## config.mk

```make
export PLATFORM = sky130hd
export DESIGN_NAME = seq_arith_unit
export DESIGN_NICKNAME = d
export VERILOG_FILES = /design/src/rtl/seq_arith_unit.sv
export SDC_FILE = /design/constraint.sdc
export NUM_CORES = 1
export LEC_CHECK = 0
export CAP_MARGIN = 5
export CORE_ASPECT_RATIO = 2
export CORE_MARGIN = 2
export CORE_UTILIZATION = 56
export CTS_CLUSTER_SIZE = 8
export DETAILED_ROUTE_END_ITERATION = 7
export PLACE_DENSITY = 0.78
export SYNTH_ARGS = -nofsm -noshare
export SYNTH_HDL_FRONTEND = slang
export SYNTH_SLANG_ARGS = --single-unit
```

## constraint.sdc

```tcl
create_clock -name clk -period 3 [get_ports clk]
set_clock_uncertainty 0.15 [all_clocks]
set_input_delay 0.45 -clock clk [delete_from_list [all_inputs] [get_ports clk]]
set_output_delay 0.45 -clock clk [all_outputs]
set_load 0.02 [all_outputs]
```

## src/rtl/seq_arith_unit.sv

```systemverilog
// seq_arith_unit: multi-cycle unsigned add/sub/mul/div behind valid/ready channels.
// Ports: clk, rst_n, in_valid/in_ready + a, b, op_sel (00 add, 01 sub, 10 mul,
//   11 div); out_valid/out_ready + result, remainder, overflow; busy (CALC or DONE).
module seq_arith_unit #(
    parameter int WIDTH = 4
) (
    input  logic             clk,
    input  logic             rst_n,
    input  logic             in_valid,
    output logic             in_ready,
    input  logic [WIDTH-1:0] a,
    input  logic [WIDTH-1:0] b,
    input  logic [1:0]       op_sel,
    output logic             out_valid,
    input  logic             out_ready,
    output logic [WIDTH-1:0] result,
    output logic [WIDTH-1:0] remainder,
    output logic             overflow,
    output logic             busy
);

    localparam int CW = $clog2(WIDTH + 1);

    localparam logic [1:0] IDLE = 2'd0;
    localparam logic [1:0] CALC = 2'd1;
    localparam logic [1:0] DONE = 2'd2;

    logic [1:0]         state;
    logic [1:0]         op_q;
    logic [WIDTH-1:0]   a_q;
    logic [WIDTH-1:0]   b_q;
    logic [2*WIDTH-1:0] acc;
    logic [CW-1:0]      cnt;

    logic [WIDTH:0]     addsub;
    logic [WIDTH-1:0]   mul_add;
    logic [WIDTH:0]     msum;
    logic [2*WIDTH-1:0] mul_nxt;
    logic [WIDTH:0]     dshift;
    logic [WIDTH:0]     ddiff;
    logic               dge;
    logic [2*WIDTH-1:0] div_nxt;
    logic [2*WIDTH-1:0] acc_nxt;
    logic               last;

    assign in_ready  = (state == IDLE);
    assign out_valid = (state == DONE);
    assign busy      = (state != IDLE);

    // Top bit of the WIDTH+1 result is the carry (add) or borrow (sub).
    assign addsub = op_q[0] ? ({1'b0, a_q} - {1'b0, b_q})
                            : ({1'b0, a_q} + {1'b0, b_q});

    // Multiply: acc = {partial product, remaining multiplier bits}.
    // Add A when the multiplier LSB is set, then shift the whole pair right.
    assign mul_add = acc[0] ? a_q : '0;
    assign msum    = {1'b0, acc[2*WIDTH-1:WIDTH]} + {1'b0, mul_add};
    assign mul_nxt = {msum, acc[WIDTH-1:1]};

    // Divide: acc = {partial remainder, dividend shifting into quotient}.
    // Shifted remainder is < 2*B, so WIDTH+1 bits hold it without loss.
    assign dshift  = {acc[2*WIDTH-1:WIDTH], acc[WIDTH-1]};
    assign dge     = (dshift >= {1'b0, b_q});
    assign ddiff   = dshift - {1'b0, b_q};
    assign div_nxt = dge ? {ddiff[WIDTH-1:0], acc[WIDTH-2:0], 1'b1}
                         : {dshift[WIDTH-1:0], acc[WIDTH-2:0], 1'b0};

    assign acc_nxt = op_q[0] ? div_nxt : mul_nxt;
    assign last    = (cnt == CW'(1));

    always_ff @(posedge clk or negedge rst_n) begin
        if (!rst_n) begin
            state     <= IDLE;
            op_q      <= '0;
            a_q       <= '0;
            b_q       <= '0;
            acc       <= '0;
            cnt       <= '0;
            result    <= '0;
            remainder <= '0;
            overflow  <= 1'b0;
        end else begin
            unique case (state)
                IDLE: begin
                    if (in_valid) begin
                        op_q <= op_sel;
                        a_q  <= a;
                        b_q  <= b;
                        cnt  <= op_sel[1] ? CW'(WIDTH) : CW'(1);
                        if (op_sel == 2'b10) begin
                            acc <= {{WIDTH{1'b0}}, b};
                        end else begin
                            acc <= {{WIDTH{1'b0}}, a};
                        end
                        // Divide-by-zero needs no iterations.
                        if (op_sel == 2'b11 && b == '0) begin
                            state     <= DONE;
                            result    <= '0;
                            remainder <= '0;
                            overflow  <= 1'b1;
                        end else begin
                            state <= CALC;
                        end
                    end
                end
                CALC: begin
                    cnt <= cnt - CW'(1);
                    if (op_q[1]) begin
                        acc <= acc_nxt;
                    end
                    if (last) begin
                        state <= DONE;
                        if (!op_q[1]) begin
                            result    <= addsub[WIDTH-1:0];
                            remainder <= '0;
                            overflow  <= addsub[WIDTH];
                        end else if (op_q[0]) begin
                            result    <= acc_nxt[WIDTH-1:0];
                            remainder <= acc_nxt[2*WIDTH-1:WIDTH];
                            overflow  <= 1'b0;
                        end else begin
                            result    <= acc_nxt[WIDTH-1:0];
                            remainder <= '0;
                            overflow  <= |acc_nxt[2*WIDTH-1:WIDTH];
                        end
                    end
                end
                DONE: begin
                    if (out_ready) begin
                        state <= IDLE;
                    end
                end
                default: begin
                    state <= IDLE;
                end
            endcase
        end
    end

endmodule

```

# Yosys cells after proc, flatten, opt, wreduce, memory -nomap -nowiden
# Cells that the tools add are included.
[word_totals]
input_bits = 14
elab_cells = 67
register_bits = 32
output_inout_bits = 12
[classes]
reduce_logical = 11
n_eq_ne = 10
n_lt_le_gt_ge = 1
add_sub_neg = 5
mux = 31
[op_table]
columns = ["cell", "count"]
rows = [
  ["$mux W4", 9],
  ["$mux W8", 4],
  ["$pmux W4 S2", 2],
  ["$pmux W8 S2", 1],
  ["$add A4 B4 Y5", 2],
  ["$mux W2", 4],
  ["$eq A2 B2 Y1 const B", 3],
  ["$mux W3", 2],
  ["$ne A2 B2 Y1 const B", 3],
  ["$pmux W2 S3", 1],
  ["$pmux W3 S2", 1],
  ["$reduce_and A3 Y1", 2],
  ["$ge A5 B4 Y1", 1],
  ["$mux W1", 5],
  ["$mux W5", 1],
  ["$sub A4 B4 Y5", 1],
  ["$logic_not A4 Y1", 1],
  ["$ne A2 B1 Y1 const B", 2],
  ["$reduce_and A2 Y1", 2],
  ["$reduce_and A4 Y1", 1],
  ["$reduce_bool A2 Y1", 2],
  ["$reduce_or A4 Y1", 1],
  ["$sub A4 B4 Y4", 1],
  ["$eq A3 B1 Y1 const B", 1],
  ["other kinds (5)", 5],
]

# Logic depth before layout (Yosys ltp)
# Gate-level depths: netlist (run 1).
[depth]
word_depth = 8
depth_mapped = 10
mapped_depth_nobuf = 10

# Worst setup path before layout (run 1)
# OpenSTA, ideal clock, no wires.
[synth_path]
kind = "register to register"
startpoint = "reg op_q[0]"
endpoint = "reg overflow"
path_stages_with_launch = 10
setup_time_ns = 0.127
t_required_ns = 2.723
path_buffers = 2
t_arrival_ns = 2.249
slack_ns = 0.474
cell_sequence = "dfrtp_1 -> clkbuf_1 -> clkbuf_1 -> mux2_2 -> fa_1 -> nand2b_1 -> a21oi_1 -> xnor2_1 -> a211oi_1 -> a21oi_1"
[synth_via]
elab_chain_cells = 6
[synth_lines]
columns = ["item", "line", "source"]
rows = [
  ["start, declared", "29", "logic [1:0] op_q;"],
  ["start signal, assigned", "86", "op_q <= op_sel;"],
  ["$mux W8", "68", "assign acc_nxt = op_q[0] ? div_nxt : mul_nxt;"],
  ["$reduce_or A4 Y1", "124", "overflow <= |acc_nxt[2*WIDTH-1:WIDTH];"],
  ["$mux W1", "117", "end else if (op_q[0]) begin"],
  ["$mux W1 (*)", "113", "if (!op_q[1]) begin"],
  ["$mux W1 (*)", "111", "if (last) begin"],
  ["$pmux W1 S2 (*)", "83", "unique case (state)"],
  ["end signal, assigned", "116", "overflow <= addsub[WIDTH];"],
  ["end signal, assigned", "124", ""],
  ["end, declared", "18", "output logic overflow,"],
]
# Every way passes the cells marked *; elsewhere a longest branch is shown, timed or not. The select of a mux whose other input is x is not followed.
# A chain may end at the register's enable or synchronous reset.

# Worst setup path after layout (run 1)
[layout_path]
startpoint = "reg b_q[1]"
endpoint = "reg overflow"
[layout_via]
elab_chain_cells = 8
[layout_lines]
columns = ["item", "line", "source"]
rows = [
  ["start, declared", "31", "logic [WIDTH-1:0] b_q;"],
  ["start signal, assigned", "76", "b_q <= '0;"],
  ["start signal, assigned", "88", "b_q <= b;"],
  ["$sub A4 B4 Y4 / $ge A5 B4 Y1 (equally long branches)", "64, 63", ""],
  ["$mux W8", "65", "assign div_nxt = dge ? {ddiff[WIDTH-1:0], acc[WIDTH-2:0], 1'b1}"],
  ["$mux W8", "68", ""],
  ["$reduce_or A4 Y1", "124", ""],
  ["$mux W1", "117", ""],
  ["$mux W1 (*)", "113", ""],
  ["$mux W1 (*)", "111", ""],
  ["$pmux W1 S2 (*)", "83", ""],
]
# Marks and branches as above.

==> run summary, run 1 <==
Post-CTS Setup Inserts = 0
Worst Min Path Start = result[1]
Min cycle time layout = 2.46 ns
DRC violations left = 0
Clock slew at reported path FFs = 0.07 ns
YS warnings = 0
Overall Global Routing Usage = 0.265
Seq/Total Area, Yosys = 0.370
Vias/cell = 5.79
WHS Endpoint = result[1]
Worst Hold Class = flop to flop
Synthesized area = 2160 sq um
Latest clock arrival within the worst-skew pair = 0.29 ns
Most common cell in the netlist = dfrtp_1
Boundary Pins = 26
Largest net degree at the start of global routing = 33
First-pass GRT wire length = 8350 um
Post-synth top cells = dfrtp_1, nand2_1, o21ai_0, inv_1
Fmax = 407 MHz
Seq. cell area = 801 sq um
Initial Util = 0.575
Area contributors post-synth = dfrtp_1, ha_1, o21ai_0, nand2_1, mux2_2
Max-cap violations = 0
Reg2Reg Launch Point = b_q[1]
Final hold vios = 0
Initial DRC count = 78
Total grt overflow = 0
Syn-to-layout area delta = 17.3%
Nets = 289
Fillers = 320
CTS Sinks = 32
ANT nets after route = 0
Buffer depth of the longest clock path = 2
Die Height = 91.9 um
Placement Setup Slack = 0.538 ns
WL/cell = 16.2 um
Mean Syn Cell Area = 9.33 sq um
Routability Congestion = 0.880
Worst setup path class = flop to flop
Setup crit start = b_q[1]
Diode count = 0
Area share of the largest cell type after synthesis = 0.370
Leakage dissipation = 1.13 nW
Post-synthesis register bit count = 32
R2R setup slack = 0.54 ns
Final wirelength = 5020 um
Port bufs = 25
Core area = 3760 sq um
Crit path DAT = 2.48 ns
PnR worst setup slack = 0.542 ns
Finished Layout Cells = 309
CTS tree = built
Clk root buf = clkbuf_8
Reg2Reg Depth = 9
Die Area = 4410 sq um
Hold Path Depth = 1
Yosys cell types = 45
Net count after synthesis = 264
Number of global-route vias before repair = 1798
Status = finished clean
Initial antenna violation count = 0
Max transition margin = 0.629
RR Endpoint = overflow
Gate Count Post-Synth = 232
# setup viols final = 0
Total clock buffers created by CTS = 5
Num rows = 32
Post-Route Setup TNS = 0 ns
PwrDens = 1270 nW/um^2
Multi-input gate area = 1240 sq um
Crit. End Element = flop
Slew Limit Fails = 0
Layout cell share with drive strength beyond 1 = 0.101
Critical Path Start Type = flop
CTS Hold Buffers Added = 0
Pin slew with the least headroom to its limit = 0.556 ns
VDD IR-drop max = 0.819 mV
H-tree depth = 2
Dpl hpwl = 3920 um
CTS-repair resized insts = 0
Fraction of registers with async set/reset = 1.00
Post-Place Cells = 301
Drt pass-1 iters = 4
Overall Power = 3.22 mW
Synth Flop Type = dfrtp_1
DR vias = 1789
Synth area leader = dfrtp_1
Period utilisation layout = 0.819
Data required, critical path = 3.02 ns
Chip width = 48.0 um
Post-synth EDFFs = 0
RSZ-0062 raised after global routing = no
Crit-path max FO = 5
where the power goes:
part	leakage [nW]	internal (mW)	total, mW	switching (mW)
clock	0.0510	0.183	0.348	0.165
sequential	0.395	0.627	0.822	0.195
combinational	0.682	0.911	2.05	1.14
per-layer routing:
metal  up-vias  global-route usage  wire [um]
li1        873                   -          -
met1       856               0.343       2050
met2        47               0.421       2610
met3        13              0.0492        240
met4         0              0.0968        118
met5         -                   0          0
critical path: stages, from the launching register on:
cell and delay (ns):
dfrtp_1 0.38, inv_1 0.16, ha_1 0.26, mux2_2 0.28
fa_1 0.42, nand2b_1 0.16, a21oi_1 0.15, xnor2_1 0.09
a211oi_1 0.24, a21oi_1 0.06
layout make-up:
type                    count  share of cell area
multi-input cells         173               0.490
flip-flops and latches     32               0.315
repair buffers             28               0.107
clock inverters             2             0.00394
inverters                  17              0.0251
well taps                  51              0.0251
clock buffers               6              0.0325
metrics by stage:
step | util | area (sq um) | hold WS, ns
after global placement | 0.650 | 2450 | 0.314
after floorplan | - | 2160 | 0.00441
final | 0.675 | 2540 | 0.326
after global routing | 0.675 | 2540 | 0.363
after detailed placement | 0.650 | 2450 | 0.316
after CTS | 0.675 | 2540 | 0.332
flip-flops by register name, summed over array words and instances (netlist names):
| signal | flops |
|---|---|
| state | 2 |
| a_q | 4 |
| result | 4 |
| remainder | 4 |
| overflow | 1 |
| b_q | 4 |
| acc | 8 |
| op_q | 2 |
| cnt | 3 |
cell families after synthesis:
kind of cell,share of synthesized area
simple gates,0.163
buf+inv,0.0549
xor+xnor,0.0283
compound gates,0.210
mux,0.0590
fa+ha+maj,0.114
flops,0.370
worst max-delay path by stage:
| stage | endpoint | slack [ns] |
|---|---|---|
| 2_1_floorplan | overflow | 0.47 |
| 3_5_place_dp | overflow | 0.54 |
| 3_3_place_gp | overflow | 0.61 |
| 6_report | overflow | 0.54 |
| 4_1_cts | overflow | 0.54 |
| 5_1_grt | overflow | 0.33 |
layout by cell type (no fill, tap or decap), drive strengths merged, types with 5 or more instances in the layout:
cell and instances:
o31ai 5, clkbuf 6, mux2 6, a21o 5
nand2 25, nand2b 5, clkdlybuf4s50 25, and2 7
dfrtp 32, nor2 15, mux2i 6, a21oi 12
inv 17, ha 15, o21ai 19
(Power assumes the default switching activity.)
==> inputs of run 2 (changes only) <==
==> constraint.sdc (replaced) <==
create_clock -name clk -period 2.4 [get_ports clk]
set_clock_uncertainty 0.15 [all_clocks]
set_input_delay 0.36 -clock clk [delete_from_list [all_inputs] [get_ports clk]]
set_output_delay 0.36 -clock clk [all_outputs]
set_load 0.02 [all_outputs]
==> run 2 against run 1 <==
Effect of this change:
- combinational power up 34%
- worst hold slack worse by 0.0039 ns
- highest routed layer unchanged
- critical path type unchanged
- clock-buffer cell count up 2
==> run summary, run 2 (synthesis gave the netlist of run 1 again) <==
Buffer depth of the longest clock path = 2 (unchanged)
Final hold vios = 0 (unchanged)
Nets = 298 (+3.1%)
Crit-path max FO = 3 (-2)
RR Endpoint = overflow
Top delay family on crit path = adder cells
Final wirelength = 5220 um (+4.1%)
DR vias = 1837 (+2.7%)
Setup crit start = b_q[0]
Crit path cell chain = inv_2, ha_1, mux2_4, fa_1, nand2b_1, a21oi_2, xnor2_1, a211oi_1, a21oi_1
Largest register by flop count = acc
WL/cell = 16.4 um (+1.1%)
Vias/cell = 5.78 (-0.22%)
Reg2Reg Launch Point = b_q[0]
Most frequent cells in the layout = dfrtp_1, nand2_1, clkdlybuf4s50_1, o21ai_0
Worst Hold Class = input pin to asynchronous set/reset pin
Pin slew with the least headroom to its limit = 0.550 ns (-0.00660 ns)
First-pass GRT wire length = 8500 um (+1.8%)
Buf/Inv on CP = 1 (unchanged)
# setup viols final = 0 (unchanged)
Min cycle time layout = 2.33 ns (-0.130 ns)
Largest stage delay, worst path = 0.42 ns (about the same)
Critical path depth = 9 (unchanged)
Hold WS = 0.322 ns (-0.00391 ns)
Finished Cell Area = 2620 sq um (+3.1%)
Critical Path Start Type = flop
DRC violations left = 0 (unchanged)
Number of global-route vias before repair = 1828 (+1.7%)
Clock slew at reported path FFs = 0.07 ns (about the same)
Core area = 3760 sq um (unchanged)
Overall Global Routing Usage = 0.269 (+0.00382)
Max transition margin = 0.634 (+0.00440)
Post-Route Setup TNS = 0 ns (unchanged)
Layout cell share with drive strength beyond 1 = 0.139 (+0.0378)
Die Height = 91.9 um (unchanged)
Post-CTS Setup Inserts = 0 (unchanged)
Port bufs = 25 (unchanged)
RSZ-0062 raised after global routing = no
Crit. End Element = flop
Largest net degree at the start of global routing = 33 (unchanged)
Syn-to-layout area delta = 20.9%
Status = finished clean
Drt pass-1 iters = 6 (+2)
CTS Sinks = 32 (unchanged)
Initial antenna violation count = 0 (unchanged)
Diode count = 0 (unchanged)
CTS tree = built
Worst setup path class = flop to flop
Chip width = 48.0 um (unchanged)
Max-cap violations = 0 (unchanged)
Critical path's slowest cell = fa_1
Reg2Reg Depth = 9 (unchanged)
VDD IR-drop max = 0.953 mV (+16%)
Critical path endpoint = overflow
Clk root buf = clkbuf_8
Post-Place Cells = 310 (+3.0%)
Dpl hpwl = 3960 um (+1.2%)
Placed cell area = 2510 sq um (+2.8%)
Die Area = 4410 sq um (unchanged)
R2R setup slack = 0.07 ns (-0.47 ns)
Max FFs per register = 8 (unchanged)
Latest clock arrival within the worst-skew pair = 0.29 ns (about the same)
Finished Layout Cells = 318 (+2.9%)
End-of-flow core utilization = 0.695 (+0.0206)
Total clock buffers created by CTS = 5 (unchanged)
Slew Limit Fails = 0 (unchanged)
PwrDens = 1600 nW/um^2 (+26%)
Num rows = 32 (unchanged)
Period utilisation layout = 0.970 (+0.151)
H-tree depth = 2 (unchanged)
Total grt overflow = 0 (unchanged)
CTS Hold Buffers Added = 0 (unchanged)
Fmax = 429 MHz (+5.6%)
Leakage dissipation = 1.17 nW (+3.8%)
ANT nets after route = 0 (unchanged)
Crit path DAT = 2.35 ns (-0.13 ns)
Initial Util = 0.575 (unchanged)
Data required, critical path = 2.42 ns (-0.60 ns)
Commonest non-fill, non-tap cell in the layout = dfrtp_1
Routability Congestion = 0.912 (+3.6%)
Initial DRC count = 50 (-36%)
Boundary Pins = 26 (unchanged)
-- run 2: cell types whose count changed in the layout (fill, tap and decap cells not counted), moves of 2 or more --
| cell | before | now |
|---|---|---|
| clkbuf_1 | 0 | 2 |
| inv_2 | 0 | 2 |
| inv_1 | 17 | 15 |
| clkinv_2 | 2 | 0 |
| buf_4 | 3 | 12 |
-- run 2: metrics by stage --
step	total power, mW	setup slack (ns)
after CTS	4.13	0.00803
after global placement	3.57	0.0718
after global routing	4.52	0.00384
final	4.19	0.0716
after floorplan	2.89	0.0515
after detailed placement	3.66	0.0126
-- run 2: report_power, final --
part	leakage (nW)	switching (mW)	internal [mW]
registers	0.395	0.225	0.784
logic	0.730	1.51	1.24
clock network	0.0455	0.197	0.234
total	1.17	1.93	2.26
-- run 2: how the worst min path moves through the flow --
stage	endpoint	slack [ns]
detailed placement	result[2]	0.32
floorplan	a_q[0]	-0.09
finish	remainder[1]	0.32
global placement	remainder[0]	0.31
CTS	result[2]	0.34
global route	remainder[0]	0.36
-- run 2: routing by layer --
layer / GRT usage / share of wire / up-vias
li1: - / - / 887
met1: 0.363 / 0.41 / 870
met2: 0.402 / 0.51 / 64
met3: 0.0512 / 0.046 / 16
met4: 0.122 / 0.038 / 0
met5: 0 / 0 / -
-- run 2: layout make-up --
cell class,count,area [sq um]
Sequential cell,32,801
Tap cell,51,63.8
Fill cell,313,1150
Inverter,17,63.8
Clock buffer,8,90.1
Multi-Input combinational cell,173,1260
Timing Repair Buffer,37,340
-- run 2: timing repair --
item                       in CTS  in global routing
hold endpoints to repair        0                  0
setup endpoints to repair       0                  3
resized for setup               0                  5
